<file path="src/rtl/aes_pkg.sv">
// Shared AES types plus byte S-box functions (GF(2^8) inverse followed by the AES affine map).
package aes_pkg;

  localparam int AES_STATE_W = 128;
  localparam int AES_BYTES   = 16;

  typedef logic [AES_STATE_W-1:0] aes_state_t;
  typedef logic [7:0]             aes_byte_t;

  typedef enum logic [1:0] {
    IDLE,
    BUSY,
    DONE
  } sb_state_e;

  // Multiply in GF(2^8) modulo x^8 + x^4 + x^3 + x + 1.
  function automatic aes_byte_t gf_mul(input aes_byte_t a, input aes_byte_t b);
    aes_byte_t p;
    aes_byte_t x;
    p = '0;
    x = a;
    for (int i = 0; i < 8; i++) begin
      if (b[i]) p = p ^ x;
      x = {x[6:0], 1'b0} ^ (x[7] ? 8'h1b : 8'h00);
    end
    return p;
  endfunction

  // a^254 is the multiplicative inverse, and maps 0 to 0 as AES requires.
  function automatic aes_byte_t gf_inv(input aes_byte_t a);
    aes_byte_t sq;
    aes_byte_t r;
    sq = a;
    r  = 8'h01;
    for (int k = 1; k < 8; k++) begin
      sq = gf_mul(sq, sq);
      r  = gf_mul(r, sq);
    end
    return r;
  endfunction

  function automatic aes_byte_t sbox_fwd(input aes_byte_t a);
    aes_byte_t x;
    x = gf_inv(a);
    return x ^ {x[6:0], x[7]} ^ {x[5:0], x[7:6]} ^ {x[4:0], x[7:5]} ^ {x[3:0], x[7:4]} ^ 8'h63;
  endfunction

  function automatic aes_byte_t sbox_inv(input aes_byte_t b);
    aes_byte_t x;
    x = {b[6:0], b[7]} ^ {b[4:0], b[7:5]} ^ {b[1:0], b[7:2]} ^ 8'h05;
    return gf_inv(x);
  endfunction

endpackage

</file>
<file path="src/rtl/sbox_lane.sv">
// One byte-wide S-box lane; with SUBBYTES_INV_EN it carries both tables and a mode select.
module sbox_lane
  import aes_pkg::*;
(
`ifdef SUBBYTES_INV_EN
  input  logic       inv,
`endif
  input  logic [7:0] din,
  output logic [7:0] dout
);

`ifdef SUBBYTES_INV_EN
  assign dout = inv ? sbox_inv(din) : sbox_fwd(din);
`else
  assign dout = sbox_fwd(din);
`endif

endmodule

</file>
<file path="src/rtl/subbytes_engine.sv">
// Folded AES SubBytes: LANES bytes per beat through a rotating 128-bit register.
// Optional inverse mode is enabled by defining SUBBYTES_INV_EN.
module subbytes_engine
  import aes_pkg::*;
#(
  parameter int LANES = 4
) (
  input  logic         clk,
  input  logic         rst,
  input  logic         in_valid,
  output logic         in_ready,
  input  logic [127:0] in_data,
`ifdef SUBBYTES_INV_EN
  input  logic         in_inv,
`endif
  output logic         out_valid,
  input  logic         out_ready,
  output logic [127:0] out_data
);

  localparam int NBEATS = AES_BYTES / LANES;
  localparam int CNT_W  = (NBEATS > 1) ? $clog2(NBEATS) : 1;
  localparam logic [CNT_W-1:0] LAST_BEAT = CNT_W'(NBEATS - 1);

  if (!(LANES == 1 || LANES == 2 || LANES == 4 || LANES == 8 || LANES == 16)) begin : g_bad_lanes
    $error("subbytes_engine: LANES must be 1, 2, 4, 8 or 16");
  end

  sb_state_e         state_reg;
  sb_state_e         state_next;
  aes_state_t        work_reg;
  aes_state_t        work_next;
  logic [CNT_W-1:0]  beat_cnt_reg;
  logic [8*LANES-1:0] sub_bytes;
`ifdef SUBBYTES_INV_EN
  logic              mode_reg;
`endif

  // Lane 0 takes the most significant byte, so substituted bytes keep their relative order.
  for (genvar gi = 0; gi < LANES; gi++) begin : g_lane
    sbox_lane u_lane (
`ifdef SUBBYTES_INV_EN
      .inv  (mode_reg),
`endif
      .din  (work_reg[AES_STATE_W-1-8*gi -: 8]),
      .dout (sub_bytes[8*LANES-1-8*gi -: 8])
    );
  end

  if (LANES == AES_BYTES) begin : g_rot_full
    assign work_next = sub_bytes;
  end else begin : g_rot_part
    assign work_next = {work_reg[AES_STATE_W-8*LANES-1:0], sub_bytes};
  end

  always_comb begin
    state_next = state_reg;
    case (state_reg)
      IDLE:    if (in_valid) state_next = BUSY;
      BUSY:    if (beat_cnt_reg == LAST_BEAT) state_next = DONE;
      DONE:    if (out_ready) state_next = IDLE;
      default: state_next = IDLE;
    endcase
  end

  always_ff @(posedge clk) begin
    if (rst) begin
      state_reg    <= IDLE;
      work_reg     <= '0;
      beat_cnt_reg <= '0;
`ifdef SUBBYTES_INV_EN
      mode_reg     <= 1'b0;
`endif
    end else begin
      state_reg <= state_next;
      case (state_reg)
        IDLE: begin
          if (in_valid) begin
            work_reg     <= in_data;
            beat_cnt_reg <= '0;
`ifdef SUBBYTES_INV_EN
            mode_reg     <= in_inv;
`endif
          end
        end
        BUSY: begin
          work_reg     <= work_next;
          beat_cnt_reg <= beat_cnt_reg + CNT_W'(1);
        end
        default: ;
      endcase
    end
  end

  assign in_ready  = (state_reg == IDLE);
  assign out_valid = (state_reg == DONE);
  assign out_data  = work_reg;

endmodule

</file>
<file path="config.mk">
export PLATFORM = sky130hd
export DESIGN_NAME = subbytes_engine
export DESIGN_NICKNAME = d
export VERILOG_FILES = /design/src/rtl/aes_pkg.sv /design/src/rtl/sbox_lane.sv /design/src/rtl/subbytes_engine.sv
export SDC_FILE = /design/constraint.sdc
export NUM_CORES = 2
export LEC_CHECK = 0
export CAP_MARGIN = 20
export CORE_MARGIN = 1.5
export CORE_UTILIZATION = 30
export CTS_BUF_LIST = sky130_fd_sc_hd__clkbuf_8
export CTS_CLUSTER_SIZE = 30
export DETAILED_ROUTE_END_ITERATION = 12
export GPL_TIMING_DRIVEN = 0
export HOLD_SLACK_MARGIN = 0.02
export MAX_ROUTING_LAYER = met4
export PLACE_DENSITY = 0.5
export SLEW_MARGIN = 20
export SYNTH_ARGS = -nofsm -noshare
export SYNTH_HDL_FRONTEND = slang
export SYNTH_HIERARCHICAL = 1
export SYNTH_SLANG_ARGS = --single-unit
</file>
<file path="constraint.sdc">
create_clock -name clk -period 16.8 [get_ports clk]
set_input_delay 3.36 -clock clk [delete_from_list [all_inputs] [get_ports clk]]
set_output_delay 3.36 -clock clk [all_outputs]
set_load 0.01 [all_outputs]
</file>
Yosys cells after proc, flatten, opt, wreduce, memory -nomap -nowiden
Index checks and enable logic that the tools add are counted.
W data, S select, Z words.

storage, ports and cells
  bits in registers = 132
  bits of input ports = 132
  output and inout port bits = 130
  logic and storage cells = 1610

cells by class
  $add $sub $neg = 1
  equality and inequality tests = 6
  muxes and demuxes = 820
  bitwise gates (word level) = 776
  reductions and logical operators = 4

operators by type and width
  cell                   count
  $xor A8 B8 Y8          744
  $mux W8                420
  $mux W5                368
  $pmux W128 S2          1
  $mux W128              1
  $mux W7                4
  $not A1 Y1 const A     28
  $mux W6                4
  $mux W2                8
  $mux W4                4
  $not A4 Y4             4
  $mux W3                4
  $pmux W2 S3            1
  $eq A2 B2 Y1 const B   2
  $mux W1                4
  $ne A2 B2 Y1 const B   2
  $pmux W2 S2            1
  $reduce_and A3 Y1      1
  $add A2 B1 Y2 const B  1
  $eq A2 B1 Y1 const B   1
  $logic_not A2 Y1       1
  $ne A2 B1 Y1 const B   1
  $reduce_and A2 Y1      1
  $reduce_bool A2 Y1     1

Logic depth before layout (Yosys ltp)
  word-level depth = 133
  depth in mapped cells = 62
  mapped depth without buffers = 53

Hierarchy
The synthesis kept the hierarchy.

by module, submodules not included
  module           instances  cells each  area an instance (um^2)  seq. area each (um^2)
  sbox_lane        4          1942        15220.8                  0.0
  subbytes_engine  1          589         5700.5                   2642.5

Least setup slack after synthesis
No wires, ideal clock.

  path kind = flip-flop to flip-flop
  start = register work_reg[119], in the netlist out_data[119]
  end = register work_reg[16], in the netlist out_data[16]
  setup time = 0.058 ns
  arrival = 14.676 ns
  required time = 16.742 ns
  path slack = 2.065 ns
  cell stages (with the launch flop) = 60
  path buffers = 7
  clock period less this slack = 14.735 ns
  path through = dfxtp_1 > buf_2 > buf_2 > nand2_1 > xor2_1 > inv_2 > buf_1 > clkbuf_1 > ha_1 > buf_1 > nand2_1 > xor2_1 > xnor2_1 > clkinv_1 > buf_1 > ha_1 > xnor2_1 > nand2_1 > [24 not listed] > a32oi_1 > nand3_1 > a311o_1 > o211a_1 > a21oi_1 > xnor2_4 > inv_2 > xnor2_2 > xor2_2 > nor2_1 > xnor3_1 > xnor2_1 > xnor3_1 > xnor3_1 > xnor2_1 > inv_1 > a21oi_1 > o221a_2

on the way
  longest elaborated chain between the ends = 130
  elaborated cells on any way between the ends = 387
  those cells by class = mux: 200; bitwise: 187

RTL lines
  what                                             RTL line                      RTL
  start, declared                                  subbytes_engine.sv:31         aes_state_t work_reg;
  start signal, assigned                           subbytes_engine.sv:79         work_reg <= in_data;
  start signal, assigned                           subbytes_engine.sv:87         work_reg <= work_next;
  $mux W5 / $mux W8 (equally long branches)        aes_pkg.sv:24, aes_pkg.sv:23
  $xor A8 B8 Y8, on equally long branches          aes_pkg.sv:24, aes_pkg.sv:23
  $xor A8 B8 Y8 / $mux W8 (equally long branches)  aes_pkg.sv:23                 if (b[i]) p = p ^ x;
  $mux W8 / $xor A8 B8 Y8 (equally long branches)  aes_pkg.sv:23
  $xor A8 B8 Y8 / $mux W8 (equally long branches)  aes_pkg.sv:23
  $mux W8 / $xor A8 B8 Y8 (equally long branches)  aes_pkg.sv:23
  $xor A8 B8 Y8 / $mux W8 (equally long branches)  aes_pkg.sv:23
  $mux W8 / $xor A8 B8 Y8 (equally long branches)  aes_pkg.sv:23
  [113 not listed]                                 n/a
  $mux W8                                          aes_pkg.sv:23
  $xor A8 B8 Y8                                    aes_pkg.sv:23
  $mux W8 *                                        aes_pkg.sv:23
  $xor A8 B8 Y8 (3 in series)                      aes_pkg.sv:45                 return x ^ {x[6:0], x[7]} ^ {x[5:0], x[7:6]} ^ {x[4:0], x[7:5]} ^ {x[3:0], x[7:4]} ^ 8'h63;
  $xor A8 B8 Y8 *                                  aes_pkg.sv:45
  $not A4 Y4 (no source line) *                    n/a
  via sub_bytes[16]                                subbytes_engine.sv:34         logic [8*LANES-1:0] sub_bytes;
  $pmux W128 S2 *                                  subbytes_engine.sv:76         case (state_reg)

Mark *: on every way through the listed nets, which the timed path passes. The rest lies on a longest branch.
A chain may end at the register's enable or synchronous reset.

Worst setup path after layout
  start = register work_reg[103], in the netlist out_data[103]
  end = register work_reg[1], in the netlist out_data[1]

Same word-level chain as after synthesis.

==> results_dict.tcl <==
set metrics [dict create \
    crit_required_ns 17.28 \
    coreArea_sq_mm 0.220 \
    cp-end-kind "flop" \
    root_buffer "clkbuf_8" \
    clkLatencyLatePin_ns 0.57 \
    slowest_delay_ns 0.63 \
    synthMuxAreaShare 0.0465 \
    detail_route.first_pass.iterations 6 \
    post-route-drc-count 0 \
    synth_fa_ha_area_frac 0.00605 \
    antenna_left 0 \
    wl_um 249000 \
    crit_type "reg -> reg" \
    grt.busiest_layer "met2" \
    skew_ns 0.0615 \
    io_pins 262 \
    yosys_warnings 6 \
    drv_cap 0 \
    yosysMostFrequentCell "xnor2_1" \
    synth_top_cell_by_area "xnor2_1" \
    hpwl_um 194000 \
    synth-edff-count 0 \
    syn_nets 8518 \
    post-route-util 0.348 \
    hold_viol_final 0 \
    fin_crit_ns 16.14 \
    initial_utilization 0.302 \
    synth_top_family_by_area "XOR/XNOR gates" \
    regArea_sq_mm 0.00266 \
    gp_congestion 0.933 \
    synth_ff_type "dfxtp_1" \
    cts_made_buffers 17 \
    use_met3 0.00869 \
    yosysUniqueCellTypes 117 \
    status "finished clean" \
    layout.nets 8902 \
    final.fill_count 23000 \
    max_freq_mhz 62.0 \
    cp_num_buf_inv 11 \
    dieHeight_um 474 \
    syn_inst 8357 \
    synth_common_cells "1392 x xnor2_1, 1083 x nor2_1, 796 x nand2_1" \
    grt_pass1_wl_um 380000 \
    synth_xor_area_frac 0.467 \
    grt.total_usage 0.220 \
    port-buffer-count 260 \
    synth_seq_area_share 0.0397 \
    path_max_fanout 10 \
    grtUsageMet2 0.357 \
    htreeDepth 4 \
    cts_hold_buffers 0 \
    row_count 172 \
    crit_slowest_cell "or4_1" \
    first_global_vias 60700 \
    cts.path.max_buffers 2 \
    synth_compound_area_frac 0.187 \
    synth_top_cells_by_area "xnor2_1 18%, xnor3_1 12%, nor2_1 6.1%" \
    hp-class "reg -> reg" \
    cts_tree "built" \
    ff2ff_setup_slack_ns 0.66 \
    die_x_um 474 \
    multi_input_area_sq_mm 0.0624 \
    grt.met1_usage 0.274 \
    wl_per_cell_um 21.3 \
    detailroute.via_count 62800 \
    ys_ff_latch 132 \
    finalSetupViolCount 0 \
    slew_violations 0 \
    drive_gt1_frac 0.161 \
    largest_reg_flops 128 \
    avgSynthCellArea_sq_um 7.97 \
    relSlewSlack 0.245 \
    synthArstFlopShare 0 \
    netlist_area_sq_mm 0.0666 \
    gr-total-overflow 0 \
    yosysTopAreaCellShare 0.183 \
    clock-sinks 132 \
    startpoint_type "flop" \
    clk_pin_slew_ns 0.11 \
    worstMarginPinSlew_ns 1.12 \
    die_area_sq_mm 0.225 \
    post-route-period-util 0.961 \
    synth_simple_gate_area_frac 0.197 \
    antenna_found_initial 13 \
    grt_max_degree 17 \
    post_drt_via_cell_ratio 5.36 \
    drt_iter0_markers 5042 \
    syn_to_final_growth_pct 15.1 \
    crit_arrival_ns 16.62 \
    path_delay_family "XOR/XNOR gates" \
]
-- worst paths after layout --
kind                   startpoint              end  cells after the start
setup / recovery    out_data[103]      out_data[1]                     57
hold / removal    beat_cnt_reg[1]  beat_cnt_reg[1]                      2
setup reg to reg    out_data[103]      out_data[1]                     57
hold reg to reg   beat_cnt_reg[1]  beat_cnt_reg[1]                      2
-- per-layer routing --
layer / part of all wire / up-vias
li1: - / 30000
met1: 0.43 / 30600
met2: 0.47 / 1940
met3: 0.040 / 304
met4: 0.061 / 0
met5: 0 / -
-- logic make-up after synthesis --
kind of cell,after synthesis
compound gates,1736
fa+ha+maj,33
buf+inv,805
xor+xnor,2492
simple gates,2866
mux,293
flops,132
-- layout by cell type, fill, tap and decap left out, types with 63 or more instances in the layout --
| cell type | instances |
|---|---|
| buf_2 | 143 |
| o221a_2 | 126 |
| inv_1 | 176 |
| xnor2_4 | 63 |
| a22oi_1 | 68 |
| xnor3_1 | 328 |
| buf_4 | 159 |
| nand2_1 | 791 |
| clkbuf_1 | 229 |
| xnor2_1 | 1281 |
| xnor2_2 | 268 |
| a21oi_1 | 417 |
| dfxtp_1 | 126 |
| o21ai_1 | 77 |
| a31oi_1 | 64 |
| clkdlybuf4s50_1 | 260 |
| nand2b_1 | 97 |
| xnor3_2 | 71 |
| nor3_1 | 206 |
| mux2i_1 | 231 |
| nor2b_1 | 76 |
| o22ai_1 | 108 |
| nand3_1 | 183 |
| o21ai_0 | 216 |
| nor2_1 | 1082 |
| xor2_1 | 313 |
-- stage by stage --
stage | hold slack, ns | TNS [ns] | setup slack, ns | std cells | cell area, sq um
after CTS | 0.530 | 0 | 0.0124 | 11600 | 74400
after global routing | 0.558 | -0.0678 | -0.0302 | 11700 | 76600
after detailed placement | 0.502 | -59.81 | -2.57 | 11600 | 73000
final | 0.521 | 0 | 0.659 | 11700 | 76600
after floorplan | 0.470 | 0 | 2.07 | 8357 | 66600
after global placement | 0.486 | -57.01 | -2.49 | 11600 | 72900
-- worst register-to-register path: cells and delay by family, from the launching register on --
family          cells  cell delay (ns)
mux                 3             0.84
compound gates     15             3.51
fa+ha+maj           2             0.75
xor+xnor           15             4.92
flops               1             0.45
buf+inv            11             2.45
simple gates       11             3.16
-- cell type report --
| class | instances | share of cell area |
|---|---|---|
| inverter | 212 | 0.0106 |
| buffer | 592 | 0.0411 |
| sequential | 132 | 0.0347 |
| timing repair buffer | 366 | 0.0446 |
| clock buffer | 17 | 0.00305 |
| tap | 2958 | 0.0483 |
| antenna | 12 | 0.000392 |
| clock inverter | 15 | 0.00248 |
| multi-input combinational | 7420 | 0.815 |
-- repair_timing --
item,4_1_cts,5_1_grt
setup buffers,20,85
resized for setup,144,293
endpoints found under the setup margin,32,32
pin swaps,15,40
Power is left out: the tool's default activity adds up to more than one toggle a clock period on the data nets, which glitch-free logic cannot reach.
